`config.mk`:
```
export PLATFORM = sky130hd
export DESIGN_NAME = chan_cfg_seq
export DESIGN_NICKNAME = d
export VERILOG_FILES = /design/src/rtl/chan_cfg_pkg.sv /design/src/rtl/chan_log2_enc.sv /design/src/rtl/chan_cfg_seq.sv
export SDC_FILE = /design/constraint.sdc
export NUM_CORES = 1
export LEC_CHECK = 0
export ABC_AREA = 1
export BUFFER_PORTS_ARGS = -buffer_cell sky130_fd_sc_hd__clkbuf_2
export CORE_MARGIN = 2
export CORE_UTILIZATION = 45
export DETAILED_ROUTE_END_ITERATION = 8
export GPL_ROUTABILITY_DRIVEN = 0
export PLACE_DENSITY = 0.7
export SETUP_SLACK_MARGIN = 0.1
export SLEW_MARGIN = 10
export SYNTH_ARGS = -nofsm -noshare
export SYNTH_HDL_FRONTEND = slang
export SYNTH_SLANG_ARGS = --single-unit
```
`constraint.sdc`:
```
create_clock -name clk -period 1.8 [get_ports clk]
set_clock_uncertainty 0.05 [all_clocks]
set_input_delay 0.09 -clock clk [delete_from_list [all_inputs] [get_ports clk]]
set_output_delay 0.09 -clock clk [all_outputs]
set_load 0.005 [all_outputs]
```
`src/rtl/chan_cfg_pkg.sv`:
```
// Shared types and helpers for the channelizer configuration/reset sequencer.
package chan_cfg_pkg;

  typedef enum logic [1:0] {
    S_HOLD,
    S_CONFIG,
    S_RUN
  } state_e;

  localparam int NFFT_MIN         = 3;
  localparam int DEFAULT_FFT_SIZE = 8;

  // Index of the highest set bit; equals log2 for a power-of-two argument.
  function automatic logic [4:0] clog2_pow2(input logic [31:0] v);
    logic [4:0] r;
    r = '0;
    for (int i = 0; i < 32; i++) begin
      if (v[i]) r = 5'(i);
    end
    return r;
  endfunction

endpackage

```
`src/rtl/chan_log2_enc.sv`:
```
// Combinational FFT-size classifier: power-of-two test, log2 and legal-range flag.
module chan_log2_enc
  import chan_cfg_pkg::*;
#(
  parameter int MAX_FFT_LOG2   = 11,
  parameter int FFT_SIZE_WIDTH = 12
) (
  input  logic [FFT_SIZE_WIDTH-1:0] size_i,
  output logic                      is_pow2_o,
  output logic [4:0]                log2_o,
  output logic                      in_range_o
);

  logic [31:0] size_ext;

  always_comb begin
    size_ext   = 32'(size_i);
    is_pow2_o  = (size_ext != 32'd0) && ((size_ext & (size_ext - 32'd1)) == 32'd0);
    log2_o     = clog2_pow2(size_ext);
    in_range_o = (size_ext >= 32'(DEFAULT_FFT_SIZE)) &&
                 (size_ext <= (32'd1 << MAX_FFT_LOG2));
  end

endmodule

```
`src/rtl/chan_cfg_seq.sv`:
```
// Configuration and reset sequencer for the M/2 channelizer datapath.
// Optional macro CHAN_CFG_STATS_EN adds saturating handshake and error counters.
module chan_cfg_seq
  import chan_cfg_pkg::*;
#(
  parameter int MAX_FFT_LOG2   = 11,
  parameter int FFT_SIZE_WIDTH = 12,
  parameter int PL_WIDTH       = 16,
  parameter int RESET_CYCLES   = 8,
  parameter int CFG_WIDTH      = 16
) (
  input  logic                      clk,
  input  logic                      sync_reset_n,
  input  logic [FFT_SIZE_WIDTH-1:0] fft_size,
  input  logic [PL_WIDTH-1:0]       payload_length,
  output logic                      reset_int,
  output logic                      reset_int_n,
  output logic [FFT_SIZE_WIDTH-1:0] fft_size_s,
  output logic [PL_WIDTH-1:0]       payload_length_m1,
  output logic                      m_axis_config_tvalid,
  output logic [CFG_WIDTH-1:0]      m_axis_config_tdata,
  input  logic                      m_axis_config_tready,
  output logic                      cfg_busy,
  output logic                      cfg_error
`ifdef CHAN_CFG_STATS_EN
  ,
  output logic [15:0]               cfg_count,
  output logic [15:0]               err_count
`endif
);

  localparam int                CNT_W      = $clog2(RESET_CYCLES);
  localparam logic [CNT_W-1:0]  CNT_RELOAD = CNT_W'(RESET_CYCLES - 1);

  state_e                    state_q, state_d;
  logic [CNT_W-1:0]          cnt_q, cnt_d;
  logic                      reset_int_q, reset_int_n_q;
  logic [FFT_SIZE_WIDTH-1:0] fft_q, acc_fft_q, fft_size_s_q;
  logic [PL_WIDTH-1:0]       pl_q, acc_pl_q, pl_m1_q;
  logic [4:0]                nfft_q;
  logic                      cfg_error_q;
  logic                      fft_chg, pl_chg, chg;
  logic                      enc_pow2, enc_range, fft_legal;
  logic [4:0]                enc_log2;

  chan_log2_enc #(
    .MAX_FFT_LOG2  (MAX_FFT_LOG2),
    .FFT_SIZE_WIDTH(FFT_SIZE_WIDTH)
  ) u_log2_enc (
    .size_i    (fft_q),
    .is_pow2_o (enc_pow2),
    .log2_o    (enc_log2),
    .in_range_o(enc_range)
  );

  // A zero size is "no request" and never counts as a change.
  assign fft_chg   = (fft_q != '0) && (fft_q != acc_fft_q);
  assign pl_chg    = (pl_q != acc_pl_q);
  assign chg       = fft_chg || pl_chg;
  assign fft_legal = enc_pow2 && enc_range;

  always_ff @(posedge clk) begin
    if (!sync_reset_n) begin
      fft_q <= '0;
      pl_q  <= '0;
    end else begin
      fft_q <= fft_size;
      pl_q  <= payload_length;
    end
  end

  // reset_int and its inverse come from the next state so both move on the same edge as the FSM.
  always_ff @(posedge clk) begin
    if (!sync_reset_n) begin
      state_q       <= S_HOLD;
      cnt_q         <= CNT_RELOAD;
      reset_int_q   <= 1'b1;
      reset_int_n_q <= 1'b0;
    end else begin
      state_q       <= state_d;
      cnt_q         <= cnt_d;
      reset_int_q   <= (state_d == S_HOLD);
      reset_int_n_q <= (state_d != S_HOLD);
    end
  end

  always_comb begin
    state_d = state_q;
    cnt_d   = cnt_q;
    unique case (state_q)
      S_HOLD: begin
        if (chg)                cnt_d   = CNT_RELOAD;
        else if (cnt_q == '0)   state_d = S_CONFIG;
        else                    cnt_d   = cnt_q - 1'b1;
      end
      S_CONFIG: begin
        if (chg) begin
          state_d = S_HOLD;
          cnt_d   = CNT_RELOAD;
        end else if (m_axis_config_tready) begin
          state_d = S_RUN;
        end
      end
      S_RUN: begin
        if (chg) begin
          state_d = S_HOLD;
          cnt_d   = CNT_RELOAD;
        end
      end
      default: begin
        state_d = S_HOLD;
        cnt_d   = CNT_RELOAD;
      end
    endcase
  end

  always_comb begin
    m_axis_config_tvalid     = (state_q == S_CONFIG);
    m_axis_config_tdata      = '0;
    m_axis_config_tdata[4:0] = nfft_q;
    cfg_busy                 = (state_q != S_RUN);
  end

  // Requests are validated and latched on the edge that detects the change.
  always_ff @(posedge clk) begin
    if (!sync_reset_n) begin
      acc_fft_q    <= '0;
      acc_pl_q     <= '0;
      fft_size_s_q <= FFT_SIZE_WIDTH'(DEFAULT_FFT_SIZE);
      nfft_q       <= 5'(NFFT_MIN);
      cfg_error_q  <= 1'b0;
      pl_m1_q      <= '0;
    end else if (chg) begin
      acc_pl_q <= pl_q;
      pl_m1_q  <= (pl_q == '0) ? '0 : pl_q - 1'b1;
      if (fft_chg) begin
        acc_fft_q <= fft_q;
        if (fft_legal) begin
          fft_size_s_q <= fft_q;
          nfft_q       <= enc_log2;
          cfg_error_q  <= 1'b0;
        end else begin
          fft_size_s_q <= FFT_SIZE_WIDTH'(DEFAULT_FFT_SIZE);
          nfft_q       <= 5'(NFFT_MIN);
          cfg_error_q  <= 1'b1;
        end
      end
    end
  end

`ifdef CHAN_CFG_STATS_EN
  logic [15:0] cfg_count_q, err_count_q;

  always_ff @(posedge clk) begin
    if (!sync_reset_n) begin
      cfg_count_q <= '0;
      err_count_q <= '0;
    end else begin
      if (m_axis_config_tvalid && m_axis_config_tready && (cfg_count_q != 16'hFFFF))
        cfg_count_q <= cfg_count_q + 16'd1;
      if (fft_chg && !fft_legal && (err_count_q != 16'hFFFF))
        err_count_q <= err_count_q + 16'd1;
    end
  end

  assign cfg_count = cfg_count_q;
  assign err_count = err_count_q;
`endif

  assign reset_int         = reset_int_q;
  assign reset_int_n       = reset_int_n_q;
  assign fft_size_s        = fft_size_s_q;
  assign payload_length_m1 = pl_m1_q;
  assign cfg_error         = cfg_error_q;

endmodule

```
# Word-level counts from Yosys, hierarchy flattened
# Cells that the tools add are included.
[word_totals] elab_cells=65 output_inout_bits=49 in_bits=31 ff_bits=97
[classes] n_addsub=3 mux=25 reduce_logical=15 order_cmp=2 eq_ne=7 n_bitwise=1
[op_table] cell="$and 12x32->32" n=1
[op_table] cell="$logic_not 32->1" n=1
[op_table] cell="$mux 3" n=7
[op_table] cell="$logic_not 16->1" n=1
[op_table] cell="$mux 16" n=1
[op_table] cell="$mux 4" n=4
[op_table] cell="$ne 16x16->1" n=1
[op_table] cell="$sub 16x1->16 const B" n=1
[op_table] cell="$mux 2" n=7
[op_table] cell="$sub 12x1->13 const B" n=1
[op_table] cell="$ge 12x4->1 const B" n=1
[op_table] cell="$le 12x12->1 const B" n=1
[op_table] cell="$mux 12" n=1
[op_table] cell="$ne 12x12->1" n=1
[op_table] cell="$reduce_bool 12->1" n=1
[op_table] cell="$pmux 2 s3" n=1
[op_table] cell="$pmux 3 s2" n=1
[op_table] cell="$mux 5" n=1
[op_table] cell="$logic_and 1x1->1" n=4
[op_table] cell="$logic_not 2->1" n=2
[op_table] cell="$reduce_and 2->1" n=2
[op_table] cell="$logic_not 3->1" n=1
[op_table] cell="$ne 3x3->1 const B" n=1
[op_table] cell="$sub 3x1->3 const B" n=1
[op_table] cell="8 further kinds" n=9

# Logic depth before layout (Yosys ltp)
[depth] ltp_word=12 depth_mapped=14

# Modules after synthesis
# A second synthesis with hierarchy kept.
[unflattened] hier_cells=624 area_unflattened_um2=4459.3
[modules_own_cells] module="chan_cfg_seq" instances=1 area_each_um2=4177.8 seq_area_each_um2=1941.9 cells_each=566
[modules_own_cells] module="chan_log2_enc" instances=1 area_each_um2=281.5 seq_area_each_um2=0.0 cells_each=58

# Worst setup path after synthesis
# Ideal clock, no wire load.
[synth_timing] path_type="flip-flop to flip-flop" startpoint="reg pl_q[0]" endpoint="reg pl_m1_q[10] (netlist: payload_length_m1[10])" required_time_ns=1.634 path_buffers=0 path_stages_with_launch=13 setup_ns=0.116 setup_slack_ns=0.161 arrival_time_ns=1.473 cell_sequence="dfxtp_1 inv_1 ha_1 nand2_1 nor2_1 nand2_1 nor2_2 nand2_1 nor2_1 inv_2 o21ai_0 a21o_1 a21oi_1"
[synth_via] elab_chain_len=2 word_cells_on_any_way=5 classes_between="1 x add/sub; 1 x eq/ne; 1 x mux; 2 x reduce/logical"
[synth_lines] element="start, declared" line="chan_cfg_seq.sv:39" text="logic [PL_WIDTH-1:0] pl_q, acc_pl_q, pl_m1_q;"
[synth_lines] element="start signal, assigned" line="chan_cfg_seq.sv:68" text="pl_q <= payload_length;"
[synth_lines] element="$sub 16x1->16 (tied with other cells)" line="chan_cfg_seq.sv:135" text="pl_m1_q <= (pl_q == '0) ? '0 : pl_q - 1'b1;"
[synth_lines] element="$mux 16 / $logic_or 1x1->1 (equally long branches)" line="chan_cfg_seq.sv:135, chan_cfg_seq.sv:59"
[synth_lines] element="end signal, assigned" line="chan_cfg_seq.sv:135"
[synth_lines] element="end, declared" line="chan_cfg_seq.sv:39"
# Several ways; a longest one is shown, not always the timed one.
# A chain may end at the register's enable or synchronous reset.

# Final worst setup path
# Ends and elaborated chain as after synthesis.

==> results.txt <==
For this run, the slowest stage of the critical path takes just under 0.4 ns. Derived from the worst setup path, the maximum achievable clock frequency is about 560 MHz. The met2 usage in global routing is around a third. The critical path goes through inv_4 > ha_4 > nand2_2 > nor2_4 > nand2_2 > nor2_2 > nand2_1 > nor2_2 > inv_2 > o21ai_2 > a21o_1 > a21oi_1.

Before antenna repair, the detailed router went through 4 iterations. The remaining routing DRC violations is 0. The global-route wire length before repair came out at roughly 17 mm. The maximum fanout encountered on the critical timing path is 5.

The die is between 100 and 150 µm tall. The tree is rooted in a sky130_fd_sc_hd__clkbuf_8. Setup repair after global routing could not meet its margin everywhere. After synthesis, the share of flip-flops with an asynchronous set or reset is 0%.

Synthesis produced around 600 cells. The worst setup path is launched from a flop. The number of synthesized flops with an enable pin is 0. The core area came out at just under 10000 µm². The tightest min-delay check is of the in -> reg type.

The cell type contributing the most total cell area after synthesis is sky130_fd_sc_hd__dfxtp_1. The combined flip-flop and latch cell area came out at roughly 2000 µm². The placement row count came out at 36. The buffer depth of the longest clock path came out at 2. The worst endpoint data arrival time came out at just under 2 ns.

The cell type of the slowest stage on the worst timing path is sky130_fd_sc_hd__dfxtp_4. The number of max-slew violations in the final report came to 0. The category of the most critical setup path is reg -> reg. For met1 alone, demand over resource in global routing was about a fifth. The total congestion overflow is 0. The endpoint with the worst hold slack is state_q[1]. The clock reaches the later pin of the worst-skew pair after 0.36 ns. After synthesis, the largest family of logic cells by area is simple AND/OR/NAND/NOR gates. The level count of the clock H-tree is 3. The average instance area after synthesis came out at 7.535 µm². The compound-gate portion of the synthesized area came out at roughly 8.4%. The number of cells on the worst hold path is 5. The number of ports placed on the die boundary came out at 80. The count of different cell masters after synthesis came out at 38.

The count of buffering cells on the critical path with inverters included came out at 2. The clock-pin slew on the worst setup and hold paths is ~0.1 ns. The minimum period implied by the final worst setup slack is about 1.8 ns. The number of setup violations in the final report is 0. The post-synthesis share of cell area spent on and, or, nand and nor gates is ~29%. The worst setup path is captured at a flop. The total placed cells including tap cells came out at between 700 and 800. In this run, CTS created clock tree buffers numbering 9. Yosys attributes the largest share of cell area to sky130_fd_sc_hd__dfxtp_1 (43%), sky130_fd_sc_hd__nand2_1 (14%), sky130_fd_sc_hd__inv_1 (7.3%). The synthesis-stage register bit count is 96. The sink count of the clock tree is 96. The endpoint of the most critical register-to-register path is payload_length_m1[10]. The netlist area before placement came out at approximately 4500 µm².

The count of antenna diodes in the layout is 0. The synthesized netlist devotes 4.689% of its cell area to XOR and XNOR gates. The leakage power is a little over 0.003 µW.

The area share of fa/ha/maj cells after synthesis is 2.205%. The flow ran to the end, and the final reports show no timing, DRC or antenna violations. Counting cells, the worst reg-to-reg path comes to 12. After the first detailed-routing iteration, the DRC count stood at approximately 180. Detailed routing inserted a total of 4100 vias. The post-route non-filler standard cell count came out at about 870. The largest voltage drop on the vdd net came out at 0.5108 mV. The number of antenna violations at the first check in global routing came to 0. The number of nets in the final layout is around 770.

In this run the critical register-to-register path is launched from pl_q[0]. The effective utilization at floorplan is 46.08%. The worst hold slack is between 0.08 and 0.09 ns. The clock tree from TritonCTS is yes. Data on the critical path is required at its endpoint by 2.01 ns. Summing the sequential cell areas from Yosys gives between 40% and 50% of the chip area.

Of the post-synthesis cell area, the dominant cell type holds about 43%. The met3 track demand over resource is under 10%. The cell family contributing the most delay on the critical path is simple AND/OR/NAND/NOR gates. The number of global-route vias before repair came to between 3000 and 4000.

From synthesis to final layout, the design area changed by 38.10%. The global router's overall resource usage is 18.77%. The setup slack on the worst flop-to-flop path came out at about 0.023 ns. The number of vias per cell after detailed routing is ~4.7.

The final hold violation count came out at 0. The final critical path takes up ~99% of the cycle. The portion of synthesized area spent on multiplexers is 0%. The number of maximum-capacitance violations is 0. Sorting the synthesized cells by how often they occur yields sky130_fd_sc_hd__nand2_1 (173), sky130_fd_sc_hd__dfxtp_1 (96), sky130_fd_sc_hd__inv_1 (87). The total routed wirelength is approximately 11 mm. For this run, the leading register cell type out of synthesis is sky130_fd_sc_hd__dfxtp_1. Entering global routing, the biggest net connects 38 pins.

The placed wire-length estimate after detailed placement came out at between 6 and 7 mm. The multi-input combinational cells in the finished layout cover a total of between 2000 and 2500 µm². The count of buffers added on input and output ports is 67. The count of filler cells inserted in the layout is approximately 760.

Cells with a size suffix above 1 make up between 30% and 40% of the layout. In this run the most used layer during global routing was met2. The Yosys warning count came out at 0. The final routed wire length divided by cell count came out at 12.73 µm. The die extent in x is roughly 100 µm.

The die outline area is ~11000 µm². The most common cell in the synthesized netlist is sky130_fd_sc_hd__nand2_1. The startpoint identified for the worst hold timing path is m_axis_config_tready. For this design the ratio of total power to cell area is roughly 760 nW/µm².

In this run the remaining antenna-violating nets after routing total 0. The summed negative setup slack over all endpoints is 0 ns.
how the worst max path moves through the flow:
stage	from	to	slack, ns	depth (start not counted)
after floorplan	pl_q[0]	payload_length_m1[10]	0.16	12
after global placement	pl_q[0]	payload_length_m1[14]	0.03	11
after detailed placement	pl_q[0]	payload_length_m1[11]	-0.04	11
after CTS	pl_q[0]	payload_length_m1[10]	0.09	12
after global routing	pl_q[0]	payload_length_m1[10]	-0.08	12
final	pl_q[0]	payload_length_m1[10]	0.02	12
state kept, by name, indices dropped and copies added, names as in the netlist:
name	cells
reset_int	1
payload_length_m1	16
fft_q	12
pl_q	16
acc_fft_q	12
acc_pl_q	16
reset_int_n	1
nfft_q	4
fft_size_s	12
cfg_error	1
state_q	2
cnt_q	3
power by group:
| part | total (µW) | internal (µW) | switching, µW |
|---|---|---|---|
| sequential | 2310 | 2220 | 92.9 |
| combinational | 742 | 342 | 400 |
| clock | 1680 | 931 | 749 |
| total | 4730 | 3490 | 1240 |
cell type report:
class,count,area share [%]
inverters,92,6.063
repair buffers,139,16.59
multi-input cells,393,38.78
clock inverters,6,1.859
clock buffers,10,2.061
well taps,133,2.688
flip-flops and latches,96,31.95
cell families after synthesis:
family,count (synthesis)
AND/OR/NAND/NOR,277
buffers and inverters,121
flip-flops,96
adder cells (fa/ha/maj),8
XOR/XNOR,24
other,1
AO/OA/AOI/OAI,68
stage by stage:
step | power [µW] | utilization (%) | instance area [µm²] | worst slack (ns)
after detailed placement | 2900 | 51.52 | 5012 | -0.04137
after CTS | 4661 | 58.37 | 5679 | 0.08770
after global placement | 2885 | 51.52 | 5012 | 0.03181
final | 4730 | 63.63 | 6191 | 0.02282
after floorplan | 2734 | - | 4524 | 0.1611
after global routing | 4949 | 63.63 | 6191 | -0.08108
placed cells by master, fill, tap and decap left out, types with 4 or more instances in the layout:
| cell | synthesis | final |
|---|---|---|
| sky130_fd_sc_hd__nand2_1 | 173 | 155 |
| sky130_fd_sc_hd__inv_1 | 87 | 78 |
| sky130_fd_sc_hd__dfxtp_1 | 96 | 75 |
| sky130_fd_sc_hd__clkbuf_2 | 0 | 67 |
| sky130_fd_sc_hd__buf_4 | 14 | 34 |
| sky130_fd_sc_hd__a21oi_1 | 35 | 30 |
| sky130_fd_sc_hd__dlygate4sd3_1 | 0 | 28 |
| sky130_fd_sc_hd__nor2_1 | 38 | 27 |
| sky130_fd_sc_hd__nand2_2 | 5 | 20 |
| sky130_fd_sc_hd__xnor2_1 | 19 | 17 |
| sky130_fd_sc_hd__nor2_4 | 4 | 13 |
| sky130_fd_sc_hd__nand3_1 | 23 | 13 |
| sky130_fd_sc_hd__a21oi_2 | 8 | 13 |
| sky130_fd_sc_hd__conb_1 | 1 | 12 |
| sky130_fd_sc_hd__dfxtp_4 | 0 | 12 |
| sky130_fd_sc_hd__nand3_2 | 2 | 11 |
| sky130_fd_sc_hd__o21ai_2 | 0 | 10 |
| sky130_fd_sc_hd__nor2_2 | 6 | 9 |
| sky130_fd_sc_hd__nand4_1 | 9 | 9 |
| sky130_fd_sc_hd__clkbuf_8 | 0 | 9 |
| sky130_fd_sc_hd__dfxtp_2 | 0 | 9 |
| sky130_fd_sc_hd__inv_2 | 3 | 7 |
| sky130_fd_sc_hd__nand2_4 | 2 | 6 |
| sky130_fd_sc_hd__o21ai_1 | 15 | 6 |
| sky130_fd_sc_hd__o21ai_0 | 7 | 6 |
| sky130_fd_sc_hd__ha_1 | 7 | 6 |
| sky130_fd_sc_hd__inv_4 | 0 | 5 |
| sky130_fd_sc_hd__nand2_8 | 4 | 5 |
| sky130_fd_sc_hd__buf_6 | 5 | 5 |
| sky130_fd_sc_hd__nor3_1 | 4 | 4 |
| sky130_fd_sc_hd__xor2_1 | 5 | 4 |
worst reg2reg max path: stages (launching register included):
cell and delay (ns):
sky130_fd_sc_hd__dfxtp_4 0.39, sky130_fd_sc_hd__inv_4 0.07, sky130_fd_sc_hd__ha_4 0.13, sky130_fd_sc_hd__nand2_2 0.07, sky130_fd_sc_hd__nor2_4 0.13, sky130_fd_sc_hd__nand2_2 0.10, sky130_fd_sc_hd__nor2_2 0.14, sky130_fd_sc_hd__nand2_1 0.10
sky130_fd_sc_hd__nor2_2 0.16, sky130_fd_sc_hd__inv_2 0.10, sky130_fd_sc_hd__o21ai_2 0.07, sky130_fd_sc_hd__a21o_1 0.11, sky130_fd_sc_hd__a21oi_1 0.05
metal layers:
layer | wire, µm | share of wire, %
met1 | 4486 | 41
met3 | 472 | 4.3
met2 | 5845 | 53
met5 | 0 | 0
met4 | 257 | 2.3
repair_timing:
action / 4_1_cts / 5_1_grt
setup endpoints to repair: 45 / 52
hold buffers: 28 / 0
pin swaps: 7 / 45
gates resized for setup: 31 / 100
endpoints found under the hold margin: 28 / 0
setup buffers: 4 / 19
cloned: 3 / 2
Power figures use the tool's default switching activity.
